<file path="config.mk">
export PLATFORM = sky130hd
export DESIGN_NAME = mult_div_unit
export DESIGN_NICKNAME = d
export VERILOG_FILES = /design/src/rtl/mult_div_unit.sv
export SDC_FILE = /design/constraint.sdc
export NUM_CORES = 1
export LEC_CHECK = 0
export CORE_ASPECT_RATIO = 0.75
export CORE_MARGIN = 5
export CORE_UTILIZATION = 55
export DETAILED_ROUTE_END_ITERATION = 7
export PLACE_DENSITY = 0.78
export SETUP_SLACK_MARGIN = 0.02
export SLEW_MARGIN = 0
export SYNTH_ARGS = -nofsm -noshare
export SYNTH_HDL_FRONTEND = slang
export SYNTH_SLANG_ARGS = --single-unit
</file>
<file path="constraint.sdc">
create_clock -name clk -period 3.5 [get_ports clk]
set_input_delay 0.7 -clock clk [delete_from_list [all_inputs] [get_ports clk]]
set_output_delay 0.7 -clock clk [all_outputs]
set_load 0.02 [all_outputs]
</file>
<file path="src/rtl/mult_div_unit.sv">
// Iterative MIPS multiply/divide unit owning HI/LO: shift-add multiply and
// restoring divide, one bit per cycle, with a sign fix-up/commit cycle at the end.
module mult_div_unit #(
   parameter int WIDTH = 32
) (
   input  logic             clk,
   input  logic             rst,
   input  logic             start,
   input  logic [1:0]       op,
   input  logic [WIDTH-1:0] a,
   input  logic [WIDTH-1:0] b,
   input  logic             hi_we,
   input  logic             lo_we,
   input  logic [WIDTH-1:0] wdata,
   output logic             busy,
   output logic             done,
   output logic [WIDTH-1:0] hi,
   output logic [WIDTH-1:0] lo
);

   localparam int            CW       = (WIDTH > 1) ? $clog2(WIDTH) : 1;
   localparam logic [CW-1:0] CNT_LAST = CW'(WIDTH - 1);

   typedef enum logic [1:0] {
      IDLE = 2'd0,
      RUN  = 2'd1,
      FIX  = 2'd2
   } state_e;

   function automatic logic [WIDTH-1:0] abs_val(input logic [WIDTH-1:0] v,
                                                input logic             is_signed);
      abs_val = (is_signed && v[WIDTH-1]) ? (-v) : v;
   endfunction

   state_e             state_q;
   logic [CW-1:0]      cnt_q;
   logic               is_div_q;
   logic               neg_q;
   logic               neg_rem_q;
   logic               dz_q;
   logic [WIDTH-1:0]   opnd_q;
   logic [2*WIDTH-1:0] acc_q;
   logic               busy_q;
   logic               done_q;
   logic [WIDTH-1:0]   hi_q;
   logic [WIDTH-1:0]   lo_q;

   logic               op_signed_s;
   logic [WIDTH-1:0]   a_abs_s;
   logic [WIDTH-1:0]   b_abs_s;
   logic [WIDTH:0]     mul_sum_s;
   logic [WIDTH:0]     div_shift_s;
   logic [WIDTH-1:0]   div_diff_s;
   logic               div_ge_s;
   logic [WIDTH-1:0]   div_rem_s;
   logic [2*WIDTH-1:0] acc_d;
   logic [2*WIDTH-1:0] mul_prod_s;
   logic [WIDTH-1:0]   quo_s;
   logic [WIDTH-1:0]   rem_s;
   logic [WIDTH-1:0]   res_hi_s;
   logic [WIDTH-1:0]   res_lo_s;

   // Operand conditioning for a starting operation: MULT/DIV run on magnitudes.
   always_comb begin
      op_signed_s = ~op[0];
      a_abs_s     = abs_val(a, op_signed_s);
      b_abs_s     = abs_val(b, op_signed_s);
   end

   // One iteration step. Multiply keeps {partial product, remaining multiplier};
   // divide keeps {remainder, dividend bits shifting into quotient bits}.
   always_comb begin
      mul_sum_s   = {1'b0, acc_q[2*WIDTH-1:WIDTH]}
                  + (acc_q[0] ? {1'b0, opnd_q} : {(WIDTH+1){1'b0}});
      div_shift_s = {acc_q[2*WIDTH-1:WIDTH], acc_q[WIDTH-1]};
      div_ge_s    = (div_shift_s >= {1'b0, opnd_q});
      div_diff_s  = div_shift_s[WIDTH-1:0] - opnd_q;
      div_rem_s   = div_ge_s ? div_diff_s : div_shift_s[WIDTH-1:0];
      if (is_div_q) begin
         acc_d = {div_rem_s, acc_q[WIDTH-2:0], div_ge_s};
      end else begin
         acc_d = {mul_sum_s, acc_q[WIDTH-1:1]};
      end
   end

   // Sign fix-up of the finished magnitude result; zero divisor forces all-ones quotient.
   always_comb begin
      mul_prod_s = neg_q ? (-acc_q) : acc_q;
      quo_s      = acc_q[WIDTH-1:0];
      rem_s      = acc_q[2*WIDTH-1:WIDTH];
      if (is_div_q) begin
         res_lo_s = dz_q ? {WIDTH{1'b1}} : (neg_q ? (-quo_s) : quo_s);
         res_hi_s = neg_rem_q ? (-rem_s) : rem_s;
      end else begin
         res_lo_s = mul_prod_s[WIDTH-1:0];
         res_hi_s = mul_prod_s[2*WIDTH-1:WIDTH];
      end
   end

   // Control FSM, datapath registers and HI/LO; all outputs come straight from here.
   always_ff @(posedge clk) begin
      if (rst) begin
         state_q   <= IDLE;
         cnt_q     <= {CW{1'b0}};
         is_div_q  <= 1'b0;
         neg_q     <= 1'b0;
         neg_rem_q <= 1'b0;
         dz_q      <= 1'b0;
         opnd_q    <= {WIDTH{1'b0}};
         acc_q     <= {(2*WIDTH){1'b0}};
         busy_q    <= 1'b0;
         done_q    <= 1'b0;
         hi_q      <= {WIDTH{1'b0}};
         lo_q      <= {WIDTH{1'b0}};
      end else begin
         case (state_q)
            IDLE: begin
               done_q <= 1'b0;
               if (start) begin
                  state_q   <= RUN;
                  busy_q    <= 1'b1;
                  cnt_q     <= {CW{1'b0}};
                  is_div_q  <= op[1];
                  neg_q     <= op_signed_s & (a[WIDTH-1] ^ b[WIDTH-1]);
                  neg_rem_q <= op_signed_s & a[WIDTH-1];
                  dz_q      <= (b == {WIDTH{1'b0}});
                  if (op[1]) begin
                     opnd_q <= b_abs_s;
                     acc_q  <= {{WIDTH{1'b0}}, a_abs_s};
                  end else begin
                     opnd_q <= a_abs_s;
                     acc_q  <= {{WIDTH{1'b0}}, b_abs_s};
                  end
               end else begin
                  if (hi_we) begin
                     hi_q <= wdata;
                  end
                  if (lo_we) begin
                     lo_q <= wdata;
                  end
               end
            end
            RUN: begin
               done_q <= 1'b0;
               acc_q  <= acc_d;
               cnt_q  <= cnt_q + CW'(1);
               if (cnt_q == CNT_LAST) begin
                  state_q <= FIX;
               end
            end
            FIX: begin
               state_q <= IDLE;
               busy_q  <= 1'b0;
               done_q  <= 1'b1;
               hi_q    <= res_hi_s;
               lo_q    <= res_lo_s;
            end
            default: begin
               state_q <= IDLE;
               busy_q  <= 1'b0;
               done_q  <= 1'b0;
            end
         endcase
      end
   end

   assign busy = busy_q;
   assign done = done_q;
   assign hi   = hi_q;
   assign lo   = lo_q;

endmodule

</file>
Yosys cells after proc, flatten, opt, wreduce, memory -nomap -nowiden. Cells that the tools add are included.

Bits in read-only memories: 0. Memory bits (writable): 0. Latch bits: 0. Flip-flop bits (word level): 173. Logic and storage cells: 75. Memories kept: 0. Input port bits: 103.

Add/sub/neg operators: 8. Reduce and logical (&&, ||, !) cells: 12. Bitwise gates (word level): 5. Multiply operators: 0. Order comparisons: 1. Div/mod/pow operators: 0. Muxes and demuxes: 29. Shift-type cells: 0. Equality and inequality tests: 8.

Operator list (number): $mux W32 (15); $mux W64 (3); $neg A32 Y32 (4); $pmux W32 S2 (2); $pmux W64 S2 (1); $neg A64 Y64 (1); $add A32 B32 Y33 (1); $ge A33 B32 Y1 (1); $logic_not A32 Y1 (1); $sub A32 B32 Y32 (1); $ne A2 B2 Y1 const B (5); $pmux W5 S2 (1); $reduce_and A2 Y1 (4); $reduce_and A3 Y1 (2); $add A5 B1 Y5 const B (1); $eq A5 B5 Y1 const B (1); $mux W5 (1); $mux W2 (2); $pmux W2 S2 (1); $reduce_bool A2 Y1 (2); $and A1 B1 Y1 (2); $eq A2 B1 Y1 const B (1); $eq A2 B2 Y1 const B (1); $logic_and A1 B1 Y1 (2); 5 further kinds (7).

Longest topological paths before layout.
Depth after elaboration: 6. Depth in mapped cells: 14. Depth with buffers taken out: 13.

Worst setup path before layout. No wires, ideal clock.

Path type: reg2reg. Start: register acc_q[35]. End: register acc_q[35]. Arrival time: 3.079 ns. Setup time: 0.122 ns. Path slack: 0.299 ns. Stages on the path, launching flop included: 12. Clock period less this slack: 3.201 ns. Path through: dfxtp_1 > ha_1 > a21o_1 > a31oi_1 > a21oi_1 > o2111a_1 > or4b_1 > nand2_1 > buf_2 > clkbuf_1 > o21ai_0 > a221o_1.

Cells in the longest elaborated chain, start to end: 4. Elaborated cells between the ends (all ways): 5.

Ends and longest elaborated chain: start, declared (line 42) `logic [2*WIDTH-1:0] acc_q;`; start signal, assigned (line 110) `acc_q <= {(2*WIDTH){1'b0}};`; start signal, assigned (line 129) `acc_q <= {{WIDTH{1'b0}}, a_abs_s};`; start signal, assigned (line 132) `acc_q <= {{WIDTH{1'b0}}, b_abs_s};`; $ge A33 B32 Y1 (line 76) `div_ge_s = (div_shift_s >= {1'b0, opnd_q});`; $mux W32 (line 78) `div_rem_s = div_ge_s ? div_diff_s : div_shift_s[WIDTH-1:0];`; $mux W64 * (line 79) `if (is_div_q) begin`; $pmux W64 S2 * (line 116) `case (state_q)`.

Every way passes the cells marked *; elsewhere a longest branch is shown, timed or not. A chain may end at the register's enable or synchronous reset.

Worst setup path in the final report.
Start: register opnd_q[1]. End: register acc_q[33].

Cells in the longest elaborated chain, start to end: 4. Elaborated cells between the ends (all ways): 7.

Ends and longest elaborated chain: start, declared (line 41) `logic [WIDTH-1:0] opnd_q;`; start signal, assigned (line 109) `opnd_q <= {WIDTH{1'b0}};`; start signal, assigned (line 128) `opnd_q <= b_abs_s;`; start signal, assigned (line 131) `opnd_q <= a_abs_s;`; $mux W32 (tied with other cells) (line 74) `+ (acc_q[0] ? {1'b0, opnd_q} : {(WIDTH+1){1'b0}});`; $add A32 B32 Y33 or $mux W32 (tied branches) (line 74, 78); $mux W64 * (line 79); $pmux W64 S2 * (line 116).

Marked as above.

==> run_results.csv <==
group,metric,value,unit
clock_network,cts.hold.buffers_added,0,
pwr,peakVddDrop,0.366,mV
grt,gr-total-overflow,0,
finish,areaGrowthSynthToFinish,24.2,%
synth,async_reset_ff_frac,0,
sta,worstMarginPinSlew,0.892,ns
grt,grt_pass1_wl,87600,um
sta,final_max_slew_viol_count,0,
drt,wire_per_inst,22.3,um
sta,maxSlewHeadroom,0.404,
die,die_w,199,um
flow_run,drv_cap,0,
clock_network,path_clk_slew,0.08,ns
clock_network,cts_max_level,4,
sta,skew,0.0192,ns
synth,synth.avg_cell_area,7.28,um2
status,outcome,"completed",
die,start_util,0.564,
synth,synthCells,2025,
place,hpwlAfterDp,45600,um
critical_path,arrival,3.70,ns
synth,yosysTopAreaCell,"dfxtp_1",
synth,ys_types,68,
synth,syn_nets,2200,
pwr,power_leakage,7.41,nW
finish,fillers,2197,
finish,multiInputGateArea,10500,um2
synth,netlist_area,14700,um2
synth,ys_dominant_reg_cell,"dfxtp_1",
finish,diodes,0,
sta,hold_viol_final,0,
drt,dr_total_vias,16849,
sta,setup_viol,0,
clock_network,cts_made_buffers,17,
die,fp.coreArea,26200,um2
min_path,min_path_type,"flop to flop",
critical_path,required,3.83,ns
sta,period_minus_slack,3.38,ns
sta,setup_slack,0.125,ns
drt,drt-total-wl,57900,um
clock_network,root_buffer,"clkbuf_16",
sta,hold-worst-slack,0.452,ns
synth,yosysTopAreaCellShare,0.235,
grt,grt_usage,0.361,
sta,fmax,0.296,GHz
grt,antenna_found_initial,0,
finish,regArea,3460,um2
critical_path,startpoint_type,"flop",
die,ios,169,
finish,fin_cells,2593,
clock_network,clock_sinks,173,
place,placed_cells,2554,
synth,synth_edf_count,0,
sta,finalCritPeriodShare,0.964,
critical_path,crit_fanout,8,
grt,grt_max_degree,61,
clock_network,cts_tree,"built",
finish,fin_nets,2411,
synth,synth_area_leaders,"dfxtp_1 (23%), a21oi_1 (7.5%), xnor2_1 (6.1%)",
drt,viasPerCell,6.50,
critical_path,crit_type,"flop to flop",
drt,antenna_left,0,
sta,rsz0062_at_grt,"false",
die,num_rows,51,
grt,grt_pass1_vias,15181,
synth,yosysSeqAreaShare,0.235,
drt,drt-initial-drc-count,2141,
place,globalplace.congestion,1.00,
place,io_buffer_count,168,
sta,finalSetupTns,0,ns
finish,drive_gt1_frac,0.107,
clock_network,cts_max_path_buffers,2,
place,place_ws,-0.0471,ns
synth,synth-seq-cells,173,
synth,ys_warn_count,0,
pwr,power_density,364,nW/um2
die,die_y,152,um
critical_path,end_kind,"flop",
drt,drc,0,
clock_network,clkLatencyLatePin,0.45,ns
drt,dr.pass1.iters,6,
die,die-area,30200,um2
[critical path, cell delays in order (launching register included)]
cell      delay, ns
dfxtp_1        0.38
inv_1          0.10
ha_1           0.31
nor2b_1        0.16
o21bai_1       0.31
a21oi_1        0.16
o2111a_2       0.30
or4b_1         0.58
nand2_2        0.14
buf_12         0.15
buf_4          0.13
mux2_2         0.32
a21oi_1        0.16
nor3_1         0.06
[cells in the final DEF (no fill, tap or decap), types with 16 or more instances in the layout]
cell             instances
nor2b_1                 18
a21o_1                  31
nand4_1                 16
clkdlybuf4s50_1        166
nand2b_1                27
xor2_1                  65
o21ai_0                105
o221ai_1                32
o211ai_1                40
nand2_1                221
o31ai_1                 27
nor3_1                  48
clkbuf_16               18
a211oi_1                64
dfxtp_1                172
nor4_1                  18
ha_1                    70
mux2i_1                 80
xnor2_1                103
a31oi_1                 24
nor2_1                 202
buf_4                  167
nand3_1                 30
inv_1                   66
a21oi_1                221
[path summary, 6_finish.rpt]
kind,to,startpoint,slack [ns],cells past startpoint
worst max register to register,acc_q[33]$_SDFFE_PP0P_,opnd_q[1]$_SDFFE_PP0P_,0.12,13
worst min register to register,lo[8]$_SDFFE_PP0P_,lo[8]$_SDFFE_PP0P_,0.45,2
worst min-delay path,lo[8]$_SDFFE_PP0P_,lo[8]$_SDFFE_PP0P_,0.45,2
worst max-delay path,acc_q[33]$_SDFFE_PP0P_,opnd_q[1]$_SDFFE_PP0P_,0.12,13
[logic make-up after synthesis]
family	Yosys count	synth area share
AND/OR/NAND/NOR	659	0.206
AO/OA/AOI/OAI	649	0.281
buffers and inverters	216	0.0558
flip-flops	173	0.235
XOR/XNOR	168	0.0998
multiplexers	88	0.0604
adder cells (fa/ha/maj)	72	0.0621
[stage by stage]
stage / instance area (um2) / util / total power [W]
detailed placement: 17600 / 0.672 / 0.00455
finish: 18300 / 0.700 / 0.00667
CTS: 18200 / 0.696 / 0.00654
global route: 18300 / 0.700 / 0.00691
floorplan: 14700 / - / 0.00363
global placement: 17600 / 0.672 / 0.00451
[state kept, by name (all words and copies together) (netlist names), 2 cells and up]
register  cells
lo           32
hi           32
state_q       2
cnt_q         5
acc_q        64
opnd_q       32
[power breakdown]
group	total [W]	leakage, nW	switching (W)	internal, W
combinational	0.00244	5.70	0.00143	0.00101
clock	0.00203	0.298	0.000990	0.00104
sequential	0.00221	1.41	0.000121	0.00209
total	0.00667	7.41	0.00254	0.00414
[cell type report]
class / instances / share of cell area
timing repair buffer: 341 / 0.167
multi-input combinational: 1636 / 0.573
tap: 344 / 0.0235
sequential: 173 / 0.189
clock buffer: 17 / 0.0232
inverter: 67 / 0.0137
clock inverter: 15 / 0.0105
[timing repair]
item	CTS	global route
setup buffers	0	6
endpoints found under the setup margin	0	7
resized for setup	0	7
[synthesized netlist by cell type (all sizes together) (18+ instances only)]
cell type	instances
nand2	223
nor2	202
nor3	50
o211ai	40
a21o	31
dfxtp	173
nand3	31
clkbuf	131
o31ai	27
inv	67
buf	18
ha	70
a211oi	65
xnor2	103
a21oi	222
o21ai	108
nand2b	27
o221ai	32
a31oi	25
nor2b	20
xor2	65
mux2i	80
nor4	19
[metal layers]
layer | vias to the layer above | wire length (um) | track usage
li1 | 7781 | - | -
met1 | 7791 | 24600 | 0.547
met5 | - | 0 | 0
met3 | 135 | 8130 | 0.0802
met4 | 0 | 2140 | 0.120
met2 | 1142 | 23000 | 0.502
Note: power is estimated with default switching activity, not from simulation.
